File: config.mk
export PLATFORM = sky130hd
export DESIGN_NAME = pf_lanectrl_dly_seq
export DESIGN_NICKNAME = d
export VERILOG_FILES = /design/src/rtl/pf_lanectrl_dly_seq.sv
export SDC_FILE = /design/constraint.sdc
export NUM_CORES = 1
export LEC_CHECK = 0
export BUFFER_PORTS_ARGS = -buffer_cell sky130_fd_sc_hd__buf_2
export CAP_MARGIN = 5
export CORE_AREA = 2 2 81 83
export CTS_BUF_LIST = sky130_fd_sc_hd__clkbuf_4
export DETAILED_ROUTE_END_ITERATION = 8
export DIE_AREA = 0 0 83 85
export PLACE_DENSITY = 0.91
export REMOVE_ABC_BUFFERS = 1
export SLEW_MARGIN = 10
export SYNTH_ARGS = -nofsm -noshare
export SYNTH_HDL_FRONTEND = slang
export SYNTH_SLANG_ARGS = --single-unit
File: constraint.sdc
create_clock -name CLK -period 3.6 [get_ports CLK]
set_input_delay 0.72 -clock CLK [delete_from_list [all_inputs] [get_ports CLK]]
set_output_delay 0.72 -clock CLK [all_outputs]
set_load 0.01 [all_outputs]
File: src/rtl/pf_lanectrl_dly_seq.sv
// Delay-line update sequencer: one move/load request at a time, wrapped in a per-lane HS_IO_CLK_PAUSE window.
// Latency accept->DONE: move 1+PRE+N+(N-1)*GAP+POST, load 2+PRE+POST; REQ_READY high only in IDLE.
module pf_lanectrl_dly_seq #(
    parameter int NUM_LANES  = 4,
    parameter int LANE_W     = 2,
    parameter int CNT_W      = 8,
    parameter int PAUSE_PRE  = 2,
    parameter int PAUSE_POST = 2,
    parameter int MOVE_GAP   = 1
) (
    input  logic                 CLK,
    input  logic                 RESET_N,
    input  logic                 REQ_VALID,
    output logic                 REQ_READY,
    input  logic [LANE_W-1:0]    REQ_LANE,
    input  logic [1:0]           REQ_OP,
    input  logic                 REQ_TX,
    input  logic                 REQ_DIR,
    input  logic [CNT_W-1:0]     REQ_STEPS,
    input  logic [NUM_LANES-1:0] OUT_OF_RANGE,
    output logic [NUM_LANES-1:0] DELAY_LINE_SEL,
    output logic [NUM_LANES-1:0] DELAY_LINE_DIRECTION,
    output logic [NUM_LANES-1:0] DELAY_LINE_LOAD,
    output logic [NUM_LANES-1:0] DELAY_LINE_MOVE,
    output logic [NUM_LANES-1:0] HS_IO_CLK_PAUSE,
    output logic                 DONE,
    output logic [CNT_W-1:0]     DONE_STEPS,
    output logic                 DONE_OOR,
    output logic                 DONE_ERR
);

    localparam int TMR_W = 16;

    typedef enum logic [2:0] {
        S_IDLE,
        S_PRE,
        S_ACT,
        S_GAP,
        S_POST,
        S_DONE
    } state_t;

    state_t             state_q, state_d;
    logic [TMR_W-1:0]   tmr_q, tmr_d;
    logic [CNT_W-1:0]   issued_q, issued_d;
    logic               hit_q, hit_d;
    logic               act_oor_q, act_oor_d;

    logic [LANE_W-1:0]  lane_q;
    logic               load_q, tx_q, dir_q;
    logic [CNT_W-1:0]   steps_q;

    logic               accept, req_err, busy_d;
    logic [LANE_W-1:0]  cur_lane;
    logic               cur_load, cur_tx, cur_dir;

    logic [NUM_LANES-1:0] pause_d, sel_d, dir_d, load_d, move_d;

    assign REQ_READY = (state_q == S_IDLE);

    // In IDLE the outputs for the first PRE cycle come straight from the request inputs.
    always_comb begin
        accept   = REQ_VALID && (state_q == S_IDLE);
        req_err  = REQ_OP[1] || (32'(REQ_LANE) >= 32'(NUM_LANES));
        cur_lane = lane_q;
        cur_load = load_q;
        cur_tx   = tx_q;
        cur_dir  = dir_q;
        if (state_q == S_IDLE) begin
            cur_lane = REQ_LANE;
            cur_load = (REQ_OP == 2'b01);
            cur_tx   = REQ_TX;
            cur_dir  = REQ_DIR;
        end
    end

    always_comb begin
        state_d  = state_q;
        tmr_d    = tmr_q;
        issued_d = issued_q;
        hit_d    = hit_q;
        case (state_q)
            S_IDLE: begin
                if (accept) begin
                    issued_d = '0;
                    hit_d    = 1'b0;
                    if (req_err || ((REQ_OP == 2'b00) && (REQ_STEPS == '0))) begin
                        state_d = S_DONE;
                    end else begin
                        state_d = S_PRE;
                        tmr_d   = TMR_W'(PAUSE_PRE - 1);
                    end
                end
            end
            S_PRE: begin
                if (tmr_q == '0) state_d = S_ACT;
                else             tmr_d   = tmr_q - 1'b1;
            end
            S_ACT: begin
                if (load_q) begin
                    state_d = S_POST;
                    tmr_d   = TMR_W'(PAUSE_POST - 1);
                end else if (act_oor_q) begin
                    hit_d   = 1'b1;
                    state_d = S_POST;
                    tmr_d   = TMR_W'(PAUSE_POST - 1);
                end else begin
                    // issued < steps here, so the increment cannot wrap
                    issued_d = issued_q + 1'b1;
                    if (issued_d == steps_q) begin
                        state_d = S_POST;
                        tmr_d   = TMR_W'(PAUSE_POST - 1);
                    end else begin
                        state_d = S_GAP;
                        tmr_d   = TMR_W'(MOVE_GAP - 1);
                    end
                end
            end
            S_GAP: begin
                if (tmr_q == '0) state_d = S_ACT;
                else             tmr_d   = tmr_q - 1'b1;
            end
            S_POST: begin
                if (tmr_q == '0) state_d = S_DONE;
                else             tmr_d   = tmr_q - 1'b1;
            end
            S_DONE:  state_d = S_IDLE;
            default: state_d = S_IDLE;
        endcase
    end

    // Outputs are registered from the next state; OUT_OF_RANGE is sampled on the edge that enters ACT,
    // so the same sample both suppresses the MOVE pulse and steers ACT to POST.
    always_comb begin
        busy_d    = (state_d == S_PRE) || (state_d == S_ACT) ||
                    (state_d == S_GAP) || (state_d == S_POST);
        pause_d   = '0;
        sel_d     = '0;
        dir_d     = '0;
        load_d    = '0;
        move_d    = '0;
        act_oor_d = 1'b0;
        for (int i = 0; i < NUM_LANES; i++) begin
            if (cur_lane == LANE_W'(i)) begin
                pause_d[i] = busy_d;
                sel_d[i]   = busy_d && cur_tx;
                dir_d[i]   = busy_d && cur_dir;
                load_d[i]  = (state_d == S_ACT) && cur_load;
                move_d[i]  = (state_d == S_ACT) && !cur_load && !OUT_OF_RANGE[i];
                act_oor_d  = OUT_OF_RANGE[i];
            end
        end
    end

    always_ff @(posedge CLK or negedge RESET_N) begin
        if (!RESET_N) begin
            state_q              <= S_IDLE;
            tmr_q                <= '0;
            issued_q             <= '0;
            hit_q                <= 1'b0;
            act_oor_q            <= 1'b0;
            lane_q               <= '0;
            load_q               <= 1'b0;
            tx_q                 <= 1'b0;
            dir_q                <= 1'b0;
            steps_q              <= '0;
            HS_IO_CLK_PAUSE      <= '0;
            DELAY_LINE_SEL       <= '0;
            DELAY_LINE_DIRECTION <= '0;
            DELAY_LINE_LOAD      <= '0;
            DELAY_LINE_MOVE      <= '0;
            DONE                 <= 1'b0;
            DONE_STEPS           <= '0;
            DONE_OOR             <= 1'b0;
            DONE_ERR             <= 1'b0;
        end else begin
            state_q              <= state_d;
            tmr_q                <= tmr_d;
            issued_q             <= issued_d;
            hit_q                <= hit_d;
            act_oor_q            <= act_oor_d;
            HS_IO_CLK_PAUSE      <= pause_d;
            DELAY_LINE_SEL       <= sel_d;
            DELAY_LINE_DIRECTION <= dir_d;
            DELAY_LINE_LOAD      <= load_d;
            DELAY_LINE_MOVE      <= move_d;
            DONE                 <= (state_d == S_DONE);
            if (accept) begin
                lane_q  <= REQ_LANE;
                load_q  <= (REQ_OP == 2'b01);
                tx_q    <= REQ_TX;
                dir_q   <= REQ_DIR;
                steps_q <= REQ_STEPS;
            end
            if (state_d == S_DONE) begin
                DONE_STEPS <= issued_d;
                DONE_OOR   <= hit_d;
                DONE_ERR   <= accept && req_err;
            end
        end
    end

endmodule

## Word-level counts from Yosys, hierarchy flattened

Cells that the tools add are included.

- Register bits: 73
- Bits of input ports: 21
- Output and inout bits: 32
- Word-level logic and storage cells: 118

- Add/subtract/negate cells: 2
- Eq/ne operators: 17
- Multiplexer cells: 51
- Reduce and logical (&&, ||, !) cells: 29

Operators by type and width:

| kind | number |
|---|---|
| $mux 16 | 3 |
| $pmux 16 s3 | 1 |
| $mux 1 | 33 |
| $mux 8 | 3 |
| $mux 3 | 7 |
| $logic_not 16->1 | 1 |
| $pmux 8 s2 | 1 |
| $sub 16x1->16 const B | 1 |
| $eq 3x2->1 const B | 4 |
| $pmux 3 s4 | 1 |
| $logic_and 1x1->1 | 11 |
| $eq 3x3->1 const B | 3 |
| $add 8x1->8 const B | 1 |
| $eq 8x8->1 | 1 |
| $logic_not 8->1 | 1 |
| $eq 3x1->1 const B | 2 |
| $logic_not 1->1 | 5 |
| $eq 2x1->1 const B | 2 |
| $eq 2x2->1 const B | 2 |
| $logic_not 2->1 | 2 |
| $logic_or 1x1->1 | 4 |
| $ne 2x2->1 const B | 2 |
| $reduce_and 4->1 | 1 |
| $logic_not 3->1 | 1 |
| other kinds (6) | 6 |

## Depth between registers and ports, before layout

Gate-level depths: netlist of run 1.

- Word-level depth: 12
- Gate-level depth with buffers: 11
- Mapped depth without buffers: 7

## Worst setup path before layout of run 1

OpenSTA, ideal clock, no wires.

- Path type: reg2reg
- Start point: reg tmr_q[0]
- End point: reg DONE_STEPS[5]
- Setup time: 0.125 ns
- Arrival time: 2.405 ns
- Required time: 3.475 ns
- Slack: 1.070 ns
- Stages on the path, launching flop included: 11
- Buffers on the path: 3
- Clock period less this slack: 2.530 ns
- Path through: dfrtp_1 -> inv_1 -> ha_1 -> or3b_2 -> clkbuf_1 -> or4_1 -> buf_2 -> nor2_4 -> a21oi_1 -> buf_6 -> mux2_4

- Longest elaborated chain between the ends: 4
- Elaborated cells between the ends (all ways): 5
- Classes of those cells: eq/ne (1); mux (3); reduce/logical (1)

RTL lines:

| element | line | source |
|---|---|---|
| start: declaration | 44 | `logic [TMR_W-1:0] tmr_q, tmr_d;` |
| start signal: assignment | 178 | `tmr_q <= tmr_d;` |
| $logic_not 16->1 (*) | 96, 120, 124 |  |
| $mux 3 (on tied branches) | 124, 96, 120 |  |
| $pmux 3 s4 (*) | 82 | `case (state_q)` |
| $eq 3x3->1 (*) | 195 | `if (state_d == S_DONE) begin` |
| end signal: assignment | 196 | `DONE_STEPS <= issued_d;` |
| end: declaration | 27 | `output logic [CNT_W-1:0] DONE_STEPS,` |

Every way passes the cells marked *; elsewhere a longest branch is shown, timed or not.
A chain may end at the register's enable or synchronous reset.

## Worst setup path after layout of run 1

- Start point: reg tmr_q[0]
- End point: reg tmr_q[7]

- Longest elaborated chain between the ends: 3
- Elaborated cells between the ends (all ways): 6
- Classes of those cells: add/sub (1); eq/ne (1); mux (2); reduce/logical (2)

RTL lines:

| element |
|---|
| $sub 16x1->16 / $logic_not 16->1 (equally long branches) |
| $mux 16 / $ne 2x2->1 (equally long branches) |
| $pmux 16 s3 / $reduce_and 4->1 (equally long branches) |

Several ways; a longest one is shown, not always the timed one. The select of a mux whose other input is x is not followed.

==> results.md, run 1 <==
- Status: completed
- Total negative setup slack: 0 ns
- Nets: about 420
- RSZ-0062 raised after global routing: false
- Tcrit/Tclk final: between 70 and 80%
- Synth cell count leaders: 73 x dfrtp_1, 55 x nand2_1, 29 x nor2_1, 14 x o21ai_0, 13 x or4_1
- TritonCTS clock tree: yes
- HPWL after DPL: 5930 µm
- LEAKAGE: about 1.9 nW
- Total clock sinks: 73
- Final RePlAce weighted congestion: slightly above 0.9
- Antenna-violating nets left: 0
- Fmax achieved: approximately 350 MHz
- Routed WL: just over 8000 µm
- Residual DRC: 0
- ANT cells: 0
- Max H-tree Level: 3
- Area Overhead vs Synth: 13.0%
- Hold WC Path Type: input port to asynchronous set/reset pin
- Gr ovfl total: 0
- Number of global-route vias before repair: around 2800
- Ys async rst share: between 90% and 100%
- CTS Root Buffer Type: clkbuf_4
- DRT iter0 DRCs: 349
- Routed WL per cell: between 15 and 20 µm
- Count of cells resized by post-cts repair: 0
- Yosys top cell area share: 52.1%
- Die width: 83 µm
- Clock Skews: 0.0195 ns
- First-pass GRT wire length: approximately 14000 µm
- # Post-CTS Setup Buffers: 0
- IO Port Bufs: between 50 and 60
- Synth top area cells: dfrtp_1 52%, nand2_1 5.9%, mux2_2 3.2%
- Met2 Usage GRT: between 40% and 50%
- CTS buffer count: 9
- Initial antenna violation count: 0
- Yosys cell types: 57
- Placed Area: about 3800 µm²
- Gate Count Post-Synth: approximately 350
- Max-cap violations: 0
- CP Capture Type: register
- Die area: ~7100 µm²
- Max VDD drop: 0.000238 V
- DR vias/cell: between 6 and 7
- Starting Density: between 50% and 60%
- Hold buffer count at CTS: 0
- Share of layout cells above drive strength 1: 22.8%
- Met1 Usage GRT: about a third
- Clk Latency, worst-skew pair: ~0.44 ns
- Clock slew at reported path FFs: around 0.12 ns
- Reg2Reg Depth: 7
- Total power draw: 1.41 mW
- Max-slew violation count: 0
- Largest net degree at the start of global routing: 40
- Core area: just over 6000 µm²
- Chip height: approximately 85 µm
- First-pass DRT Iterations: 4
- Setup WS post-layout: about 0.76 ns
- Average size of a mapped cell: ~10 µm²
- Number of synthesized flops with an enable pin: 0
- Arr. time, crit path: 3.15 ns
- FILL cells: between 500 and 600
- Slew HR: 46.2%
- Pre-CTS WS: 0.766 ns
- Met3 Use GR: 6.03%
- Seq/Total Area, Yosys: 52.1%
- Yosys top cell by area: dfrtp_1
- Top FF cell, synth: dfrtp_1
- Most numerous cell in the Yosys netlist: dfrtp_1
- Busiest layer in global routing: met2
- Final setup viols: 0
- Startpoint types: register
- Clk buf depth: 2
- Post-route cell area: 3960 µm²
- Crit path time final: between 2 and 3 ns
- I/O Pins: 53
- PwrDens: 356 nW/µm²
- Post-Syn Area: 3500 µm²
- Hold Violations, Final: 0
- Worst path required time: around 3.9 ns
- GRT Resource Usage Total: roughly 25%
- Routed vias: a little under 3000
- Synthesis-stage register bit count: 73
- Max FO, Critical Path: 24
- Synth warn: 0
- Row count: 29
- Worst Tran Pin Value: a little over 0.8 ns
- Kind of critical path: register to register
[kinds of logic after synthesis]
family / after synthesis / synth area share (%)
compound gates: 64 / 12.9
xor+xnor: 7 / 1.75
fa+ha+maj: 2 / 0.714
buf+inv: 23 / 2.93
flops: 73 / 52.1
mux: 14 / 4.50
simple gates: 166 / 25.1
[cells in the final DEF, fill, tap and decap left out, drive strengths merged, types with 8 or more instances in the layout]
master  synthesis  layout
nand2          55      55
or4            15      15
o21ai          15      15
mux2           11      11
o211ai          9       9
nor2           30      30
inv             7       9
clkbuf         12      10
or3            10      10
nor3            8       8
dfrtp          73      73
buf             4      55
[final timing paths]
kind | endpoint | start | slack, ns
setup reg to reg | tmr_q[7] | tmr_q[0] | 0.76
max in group asynchronous | state_q[1] | RESET_N | 2.57
min in group CLK | DELAY_LINE_MOVE[3] | OUT_OF_RANGE[3] | 0.45
hold reg to reg | DONE_STEPS[4] | DONE_STEPS[4] | 0.52
setup / recovery | tmr_q[7] | tmr_q[0] | 0.76
hold / removal | issued_q[3] | RESET_N | 0.36
[flip-flops by register name, indices dropped and copies added (netlist names), 2 cells and up]
register              cells
steps_q                   8
issued_q                  8
tmr_q                    16
HS_IO_CLK_PAUSE           4
DELAY_LINE_MOVE           4
lane_q                    2
DELAY_LINE_LOAD           4
DELAY_LINE_SEL            4
DELAY_LINE_DIRECTION      4
DONE_STEPS                8
state_q                   3
[worst max-delay path: stages, from the launching register on]
cell and delay, ns:
dfrtp_1 0.42, inv_1 0.06, ha_1 0.15, or3b_2 0.55, or4_1 0.70, nand2_1 0.57
or4_1 0.21, nand2_1 0.06
[through the flow]
stage / util (%) / hold slack, ns / std cells
after floorplan: - / 0.424 / 333
after global placement: 61.5 / 0.483 / 465
after detailed placement: 61.5 / 0.496 / 465
after CTS: 63.8 / 0.356 / 481
after global routing: 63.8 / 0.401 / 481
final: 63.8 / 0.358 / 481
[metal layers]
| metal | vias up | part of all wire (%) |
|---|---|---|
| li1 | 1356 | - |
| met1 | 1466 | 42 |
| met2 | 94 | 51 |
| met3 | 13 | 5.9 |
| met4 | 0 | 1.5 |
| met5 | - | 0 |
[final cells by class]
class | count | area [µm²] | area share [%]
sequential | 73 | 1830 | 46.1
multi-input combinational | 253 | 1570 | 39.8
timing repair buffer | 55 | 295 | 7.46
tap | 77 | 96.3 | 2.43
clock buffer | 10 | 75.1 | 1.90
clock inverter | 6 | 65.1 | 1.64
inverter | 7 | 26.3 | 0.664
[where the power goes]
group          total (mW)  internal, mW  switching [mW]
registers           0.826         0.824         0.00212
logic              0.0528        0.0179          0.0349
clock network       0.528         0.222           0.306
(Power assumes the default switching activity.)
==> run 2, diff against run 1 <==
--- a/config.mk
+++ b/config.mk
@@ -5,13 +5,14 @@
 export SDC_FILE = /design/constraint.sdc
 export NUM_CORES = 1
 export LEC_CHECK = 0
+export ABC_AREA = 1
 export BUFFER_PORTS_ARGS = -buffer_cell sky130_fd_sc_hd__buf_2
 export CAP_MARGIN = 5
-export CORE_AREA = 2 2 81 83
+export CORE_AREA = 2 2 86 88
 export CTS_BUF_LIST = sky130_fd_sc_hd__clkbuf_4
 export DETAILED_ROUTE_END_ITERATION = 8
-export DIE_AREA = 0 0 83 85
-export PLACE_DENSITY = 0.91
+export DIE_AREA = 0 0 88 90
+export PLACE_DENSITY = 0.87
 export REMOVE_ABC_BUFFERS = 1
 export SLEW_MARGIN = 10
 export SYNTH_ARGS = -nofsm -noshare
==> constraint.sdc (replaced) <==
create_clock -name CLK -period 2.5 [get_ports CLK]
set_input_delay 0.5 -clock CLK [delete_from_list [all_inputs] [get_ports CLK]]
set_output_delay 0.5 -clock CLK [all_outputs]
set_load 0.01 [all_outputs]
==> results.md, run 2 <==
- Kind of critical path: register to register (unchanged)
- Tcrit/Tclk final: 92.1% (was 78.8%)
- Final cell count without fillers: 611 (was 481)
- Most numerous cell in the Yosys netlist: nand2_1 (was dfrtp_1)
- Post-route cell area: 4150 µm² (was 3960 µm²)
- Routed WL per cell: 13.8 µm (was 17.2 µm)
- Starting Density: 51.1% (was 56.5%)
- Startpoint types: register (unchanged)
- GRT Resource Usage Total: 23.5% (was 24.9%)
- Busiest layer in global routing: met2 (unchanged)
- Most common cell after layout, fill and taps aside: nand2_1 (was dfrtp_1)
- Synth top area cells: dfrtp_1 51%, nand2_1 14%, nor2_1 5.1% (was dfrtp_1 52%, nand2_1 5.9%, mux2_2 3.2%)
- Row count: 31 (was 29)
- Antenna-violating nets left: 0 (unchanged)
- PwrDens: 1150 nW/µm² (was 356 nW/µm²)
- IO Port Bufs: 52 (unchanged)
- Largest Register: tmr_q (unchanged)
- Yosys top cell area share: 50.9% (was 52.1%)
- Yosys cell types: 36 (was 57)
- Status: completed (unchanged)
- LEAKAGE: 2.17 nW (was 1.94 nW)
- Synth warn: 0 (unchanged)
- Number of flip-flops in the largest register: 16 (unchanged)
- Total clock sinks: 73 (unchanged)
- CTS buffer count: 9 (unchanged)
- Max-cap violations: 0 (unchanged)
- Seq/Total Area, Yosys: 50.9% (was 52.1%)
- Placed Area: 3970 µm² (was 3820 µm²)
- Gate Count Post-Synth: 448 (was 349)
- Met2 Usage GRT: 37.2% (was 40.8%)
- First-pass GRT wire length: 14500 µm (was 13800 µm)
- TritonCTS clock tree: yes (unchanged)
- Synth cell count leaders: 138 x nand2_1, 73 x dfrtp_1, 49 x nor2_1, 43 x inv_1, 26 x nand3_1 (was 73 x dfrtp_1, 55 x nand2_1, 29 x nor2_1, 14 x o21ai_0, 13 x or4_1)
- Clk buf depth: 2 (unchanged)
- Dpl cells: 595 (was 465)
- Max H-tree Level: 3 (unchanged)
- Number of synthesized flops with an enable pin: 0 (unchanged)
- Average size of a mapped cell: 8.00 µm² (was 10.0 µm²)
- Reg2Reg Depth: 13 (was 7)
- Share of layout cells above drive strength 1: 19.1% (was 22.8%)
- Synthesis-stage register bit count: 73 (unchanged)
- Met1 Usage GRT: 31.4% (was 33.1%)
- Hold Slack: 0.0550 ns (was 0.358 ns)
- Worst path required time: 2.83 ns (was 3.92 ns)
- Max VDD drop: 0.000854 V (was 0.000238 V)
- DR vias/cell: 5.34 (was 6.09)
- Largest net degree at the start of global routing: 49 (was 40)
- Crit path time final: 2.30 ns (was 2.84 ns)
- First-pass DRT Iterations: 5 (was 4)
- Die area: 7920 µm² (was 7060 µm²)
- Clock slew at reported path FFs: 0.13 ns (was 0.12 ns)
- Initial antenna violation count: 0 (unchanged)
- Slew HR: 58.7% (was 46.2%)
- Yosys top cell by area: dfrtp_1 (unchanged)
- Met3 Use GR: 4.41% (was 6.03%)
- Clk Latency, worst-skew pair: 0.44 ns (about the same)
- Clock Skews: 0.0131 ns (was 0.0195 ns)
- Residual DRC: 0 (unchanged)
- Arr. time, crit path: 2.63 ns (was 3.15 ns)
- I/O Pins: 53 (unchanged)
- Nets: 530 (was 422)
- HPWL after DPL: 6210 µm (was 5930 µm)
- Fmax achieved: 434 MHz (was 352 MHz)
- Hold Violations, Final: 0 (unchanged)
- Core area: 7020 µm² (was 6200 µm²)
- Gr ovfl total: 0 (unchanged)
- CTS Root Buffer Type: clkbuf_4 (unchanged)
- Ys async rst share: 100% (unchanged)
- ANT cells: 0 (unchanged)
- Top FF cell, synth: dfrtp_1 (unchanged)
- Area Overhead vs Synth: 15.7% (was 13.0%)
- CP Capture Type: register (unchanged)
- Max-slew violation count: 0 (unchanged)
- Hold WC Path Type: input port to asynchronous set/reset pin (unchanged)
- Die width: 88 µm (was 83 µm)
- Max FO, Critical Path: 14 (was 24)
- DRT iter0 DRCs: 295 (was 349)
- Most frequent cells in the layout: 138 x nand2_1, 72 x dfrtp_1, 52 x buf_2, 48 x nor2_1, 43 x inv_1 (was 73 x dfrtp_1, 55 x nand2_1, 52 x buf_2, 29 x nor2_1, 14 x o21ai_0)
- Post-Syn Area: 3590 µm² (was 3500 µm²)
- Hold buffer count at CTS: 0 (unchanged)
- Final RePlAce weighted congestion: 0.922 (was 0.913)
- Chip height: 90 µm (was 85 µm)
- Routed vias: 3260 (was 2929)
- Final setup viols: 0 (unchanged)
- Number of global-route vias before repair: 3154 (was 2845)
- Final Util: 59.1% (was 63.8%)
- Total power draw: 4.78 mW (was 1.41 mW)
- Worst Tran Pin Value: 0.619 ns (was 0.808 ns)
- Routed WL: 8460 µm (was 8250 µm)
## run 2: area by class of cell
type                    instances  area, µm²
inverters                      48        180
clock buffers                   9       67.6
well taps                      99        124
flip-flops and latches         73       1830
multi-input cells             319       1570
repair buffers                 56        303
fillers                       584       2870
clock inverters                 7       76.3
## run 2: stage by stage
step / setup TNS (ns) / setup slack (ns)
floorplan: 0 / 0.163
global placement: 0 / 0.232
detailed placement: 0 / 0.0825
CTS: 0 / 0.0731
global route: -0.0390 / -0.0181
finish: 0 / 0.197
## run 2: cells by family after synthesis
kind of cell | synth area share (%)
flip-flops | 50.9
buffers and inverters | 6.18
XOR/XNOR | 2.69
AND/OR/NAND/NOR | 30.2
multiplexers | 0.279
adder cells (fa/ha/maj) | 0.698
AO/OA/AOI/OAI | 9.04
## run 2: report_power, final
part	switching, mW	leakage, nW	total (mW)	internal, mW
clock	0.465	0.0733	0.777	0.313
sequential	0.235	0.974	1.75	1.52
combinational	1.51	1.12	2.25	0.739
## run 2: layer usage
metal | share of wire [%] | vias to the layer above | wire length [µm]
met5 | 0 | - | 0
met3 | 5.6 | 24 | 470
met2 | 49 | 124 | 4120
li1 | - | 1575 | -
met1 | 43 | 1537 | 3660
met4 | 2.5 | 0 | 213
## run 2: critical path, cell delays in order (launching register included)
cell     delay (ns)
dfrtp_2        0.48
ha_1           0.34
xnor2_1        0.15
nand2_1        0.09
nor2_1         0.17
nand3_1        0.10
nor2_1         0.09
nand3_1        0.10
nand2_2        0.13
nand2_2        0.09
nand2_4        0.17
inv_2          0.13
nand2_1        0.09
nand2_1        0.06
## run 2: worst paths after layout
check / start / end / slack, ns
setup / recovery: issued_q[0] / DONE_STEPS[7] / 0.20
hold / removal: RESET_N / DONE / 0.06
setup reg to reg: issued_q[0] / DONE_STEPS[7] / 0.20
hold reg to reg: lane_q[0] / lane_q[0] / 0.48
max in group asynchronous: RESET_N / issued_q[0] / 1.79
min in group CLK: OUT_OF_RANGE[2] / DELAY_LINE_MOVE[2] / 0.22
## run 2: timing repair
item | 4_1_cts | 5_1_grt
endpoints found under the hold margin | 0 | 0
gates resized for setup | 0 | 8
setup buffers | 0 | 0
setup endpoints to repair | 0 | 35
==> run 3, diff against run 2 <==
--- a/config.mk
+++ b/config.mk
@@ -12,7 +12,7 @@
 export CTS_BUF_LIST = sky130_fd_sc_hd__clkbuf_4
 export DETAILED_ROUTE_END_ITERATION = 8
 export DIE_AREA = 0 0 88 90
-export PLACE_DENSITY = 0.87
+export PLACE_DENSITY = 0.77
 export REMOVE_ABC_BUFFERS = 1
 export SLEW_MARGIN = 10
 export SYNTH_ARGS = -nofsm -noshare
==> results.md, run 3 (same netlist as run 2, synthesis figures left out) <==
- Clock Skews: 0.0156 ns (was 0.0131 ns)
- Max-slew violation count: 0 (unchanged)
- Starting Density: 51.1% (unchanged)
- Share of layout cells above drive strength 1: 19.5% (was 19.1%)
- Worst path max stage delay: 0.47 ns (was 0.48 ns)
- Initial antenna violation count: 0 (unchanged)
- HPWL after DPL: 5940 µm (was 6210 µm)
- Top Family by Delay on Critical Path: simple AND/OR/NAND/NOR gates (unchanged)
- FILL cells: 632 (was 584)
- Clock slew at reported path FFs: 0.13 ns (about the same)
- Residual DRC: 0 (unchanged)
- Kind of critical path: register to register (unchanged)
- Crit path top cell by count: nand2_1 (unchanged)
- Slew HR: 66.0% (was 58.7%)
- Die width: 88 µm (unchanged)
- Worst path required time: 2.83 ns (about the same)
- Max FO, Critical Path: 14 (unchanged)
- PwrDens: 1150 nW/µm² (about the same)
- TritonCTS clock tree: yes (unchanged)
- Final Util: 59.3% (was 59.1%)
- Most frequent cells in the layout: 138 x nand2_1, 72 x dfrtp_1, 52 x buf_2, 48 x nor2_1, 42 x inv_1 (was 138 x nand2_1, 72 x dfrtp_1, 52 x buf_2, 48 x nor2_1, 43 x inv_1)
- First-pass GRT wire length: 14100 µm (was 14500 µm)
- Gr ovfl total: 0 (unchanged)
- Row count: 31 (unchanged)
- Crit path capture: DONE_STEPS[5] (was DONE_STEPS[7])
- DRT iter0 DRCs: 291 (was 295)
- I/O Pins: 53 (unchanged)
- Most common cell after layout, fill and taps aside: nand2_1 (unchanged)
- Largest Register: tmr_q (unchanged)
- Crit path time final: 2.27 ns (was 2.30 ns)
- Core area: 7020 µm² (unchanged)
- Worst path buffer plus inverter count: 1 (unchanged)
- Reg2reg end: DONE_STEPS[5] (was DONE_STEPS[7])
- Number of global-route vias before repair: 3091 (was 3154)
- Setup WS post-layout: 0.234 ns (was 0.197 ns)
- Arr. time, crit path: 2.60 ns (was 2.63 ns)
- Die area: 7920 µm² (unchanged)
- Post-route cell area: 4160 µm² (was 4150 µm²)
- First-pass DRT Iterations: 5 (unchanged)
- Final cell count without fillers: 612 (was 611)
- Total clock sinks: 73 (unchanged)
- FF-to-FF setup slack: 0.23 ns (was 0.20 ns)
- Max H-tree Level: 3 (unchanged)
- Slowest stage cell on the critical path: dfrtp_2 (unchanged)
- Clk Latency, worst-skew pair: 0.43 ns (was 0.44 ns)
- Antenna-violating nets left: 0 (unchanged)
- Hold buffer count at CTS: 0 (unchanged)
- Nets: 531 (was 530)
- Worst Tran Pin Value: 0.496 ns (was 0.619 ns)
- Routed vias: 3145 (was 3260)
- Dpl cells: 595 (unchanged)
- Placed Area: 3970 µm² (unchanged)
- Pre-CTS WS: -0.000756 ns (was 0.0825 ns)
- Crit path launch: issued_q[0] (unchanged)
- Worst r2r src: issued_q[0] (unchanged)
- Critical Path Stages: 13 (unchanged)
- Max VDD drop: 0.000586 V (was 0.000854 V)
- Startpoint types: register (unchanged)
- CP Capture Type: register (unchanged)
- Hold Violations, Final: 0 (unchanged)
- Hold WC Path Type: input port to asynchronous set/reset pin (unchanged)
- IO Port Bufs: 52 (unchanged)
- Final setup viols: 0 (unchanged)
- Tcrit/Tclk final: 90.6% (was 92.1%)
- Area Overhead vs Synth: 16.1% (was 15.7%)
- Crit-path cells: ha_1, xnor2_1, nand2_1, nor2_1, nand3_1, nor2_1, nand3_1, nand2_2, nand2_2, nand2_4, inv_4, nand2_1, nand2_1 (was ha_1, xnor2_1, nand2_1, nor2_1, nand3_1, nor2_1, nand3_1, nand2_2, nand2_2, nand2_4, inv_2, nand2_1, nand2_1)
- ANT cells: 0 (unchanged)
- CTS buffer count: 9 (unchanged)
- Number of flip-flops in the largest register: 16 (unchanged)
- Final RePlAce weighted congestion: 0.900 (was 0.922)
- DR vias/cell: 5.14 (was 5.34)
- Hold Slack: 0.0772 ns (was 0.0550 ns)
- Fmax achieved: 441 MHz (was 434 MHz)
- Chip height: 90 µm (unchanged)
- LEAKAGE: 2.17 nW (about the same)
- Max-cap violations: 0 (unchanged)
- GRT Resource Usage Total: 22.4% (was 23.5%)
- CTS Root Buffer Type: clkbuf_4 (unchanged)
- Largest net degree at the start of global routing: 74 (was 49)
- Reg2Reg Depth: 13 (unchanged)
- Routed WL per cell: 13.3 µm (was 13.8 µm)
- Routed WL: 8120 µm (was 8460 µm)
- Status: completed (unchanged)
- Clk buf depth: 2 (unchanged)
==> run 3: cell types whose count changed in the layout (fill, tap and decap cells not counted) <==
cell | before | now
inv_4 | 0 | 1
buf_6 | 0 | 1
inv_1 | 43 | 42
==> run 3: metal layers <==
layer  vias up  wire length, µm  GRT usage (%)
li1       1572                -              -
met1      1476             3800           31.3
met2        86             3830           34.7
met3        11              362           4.32
met4         0              131           8.21
met5         -                0              0
==> run 3: repair_timing <==
| action | 4_1_cts | 5_1_grt |
|---|---|---|
| setup endpoints to repair | 1 | 36 |
| pin swaps | 0 | 0 |
| setup buffers | 0 | 1 |
| gates resized for setup | 1 | 10 |
==> run 3: worst min-delay path by stage <==
stage / endpoint / start / depth (start not counted) / slack [ns]
4_1_cts: tmr_q[13] / RESET_N / 2 / 0.09
5_1_grt: DONE_STEPS[4] / RESET_N / 2 / 0.09
6_report: DONE_STEPS[4] / RESET_N / 2 / 0.08
3_3_place_gp: lane_q[0] / lane_q[0] / 2 / 0.45
2_1_floorplan: DELAY_LINE_DIRECTION[0] / RESET_N / 0 / 0.20
3_5_place_dp: lane_q[1] / lane_q[1] / 2 / 0.46
==> run 3: final cells by class <==
| class | instances | area [µm²] | area share, % |
|---|---|---|---|
| multi-input cells | 319 | 1570 | 37.7 |
| clock inverters | 7 | 76.3 | 1.83 |
| repair buffers | 57 | 314 | 7.54 |
| well taps | 99 | 124 | 2.97 |
| flip-flops and latches | 73 | 1830 | 43.9 |
| clock buffers | 9 | 67.6 | 1.62 |
| inverters | 48 | 183 | 4.39 |
==> run 3: power by group <==
group | total [mW] | switching [mW] | internal (mW)
combinational | 2.27 | 1.51 | 0.759
sequential | 1.74 | 0.219 | 1.52
clock | 0.770 | 0.457 | 0.313
total | 4.78 | 2.19 | 2.59
==> run 3: per-stage QoR <==
step | total power [mW] | TNS [ns]
2_1_floorplan | 3.26 | 0
3_3_place_gp | 3.85 | 0
3_5_place_dp | 3.92 | -0.000756
4_1_cts | 4.69 | 0
5_1_grt | 5.20 | -0.000950
6_report | 4.78 | 0
==> run 3: worst reg2reg max path: stages, from the launching register on <==
cell and delay [ns]:
dfrtp_2 0.47, ha_1 0.34, xnor2_1 0.16, nand2_1 0.09, nor2_1 0.18, nand3_1 0.10
nor2_1 0.10, nand3_1 0.09, nand2_2 0.13, nand2_2 0.09, nand2_4 0.19, inv_4 0.10
nand2_1 0.08, nand2_1 0.05
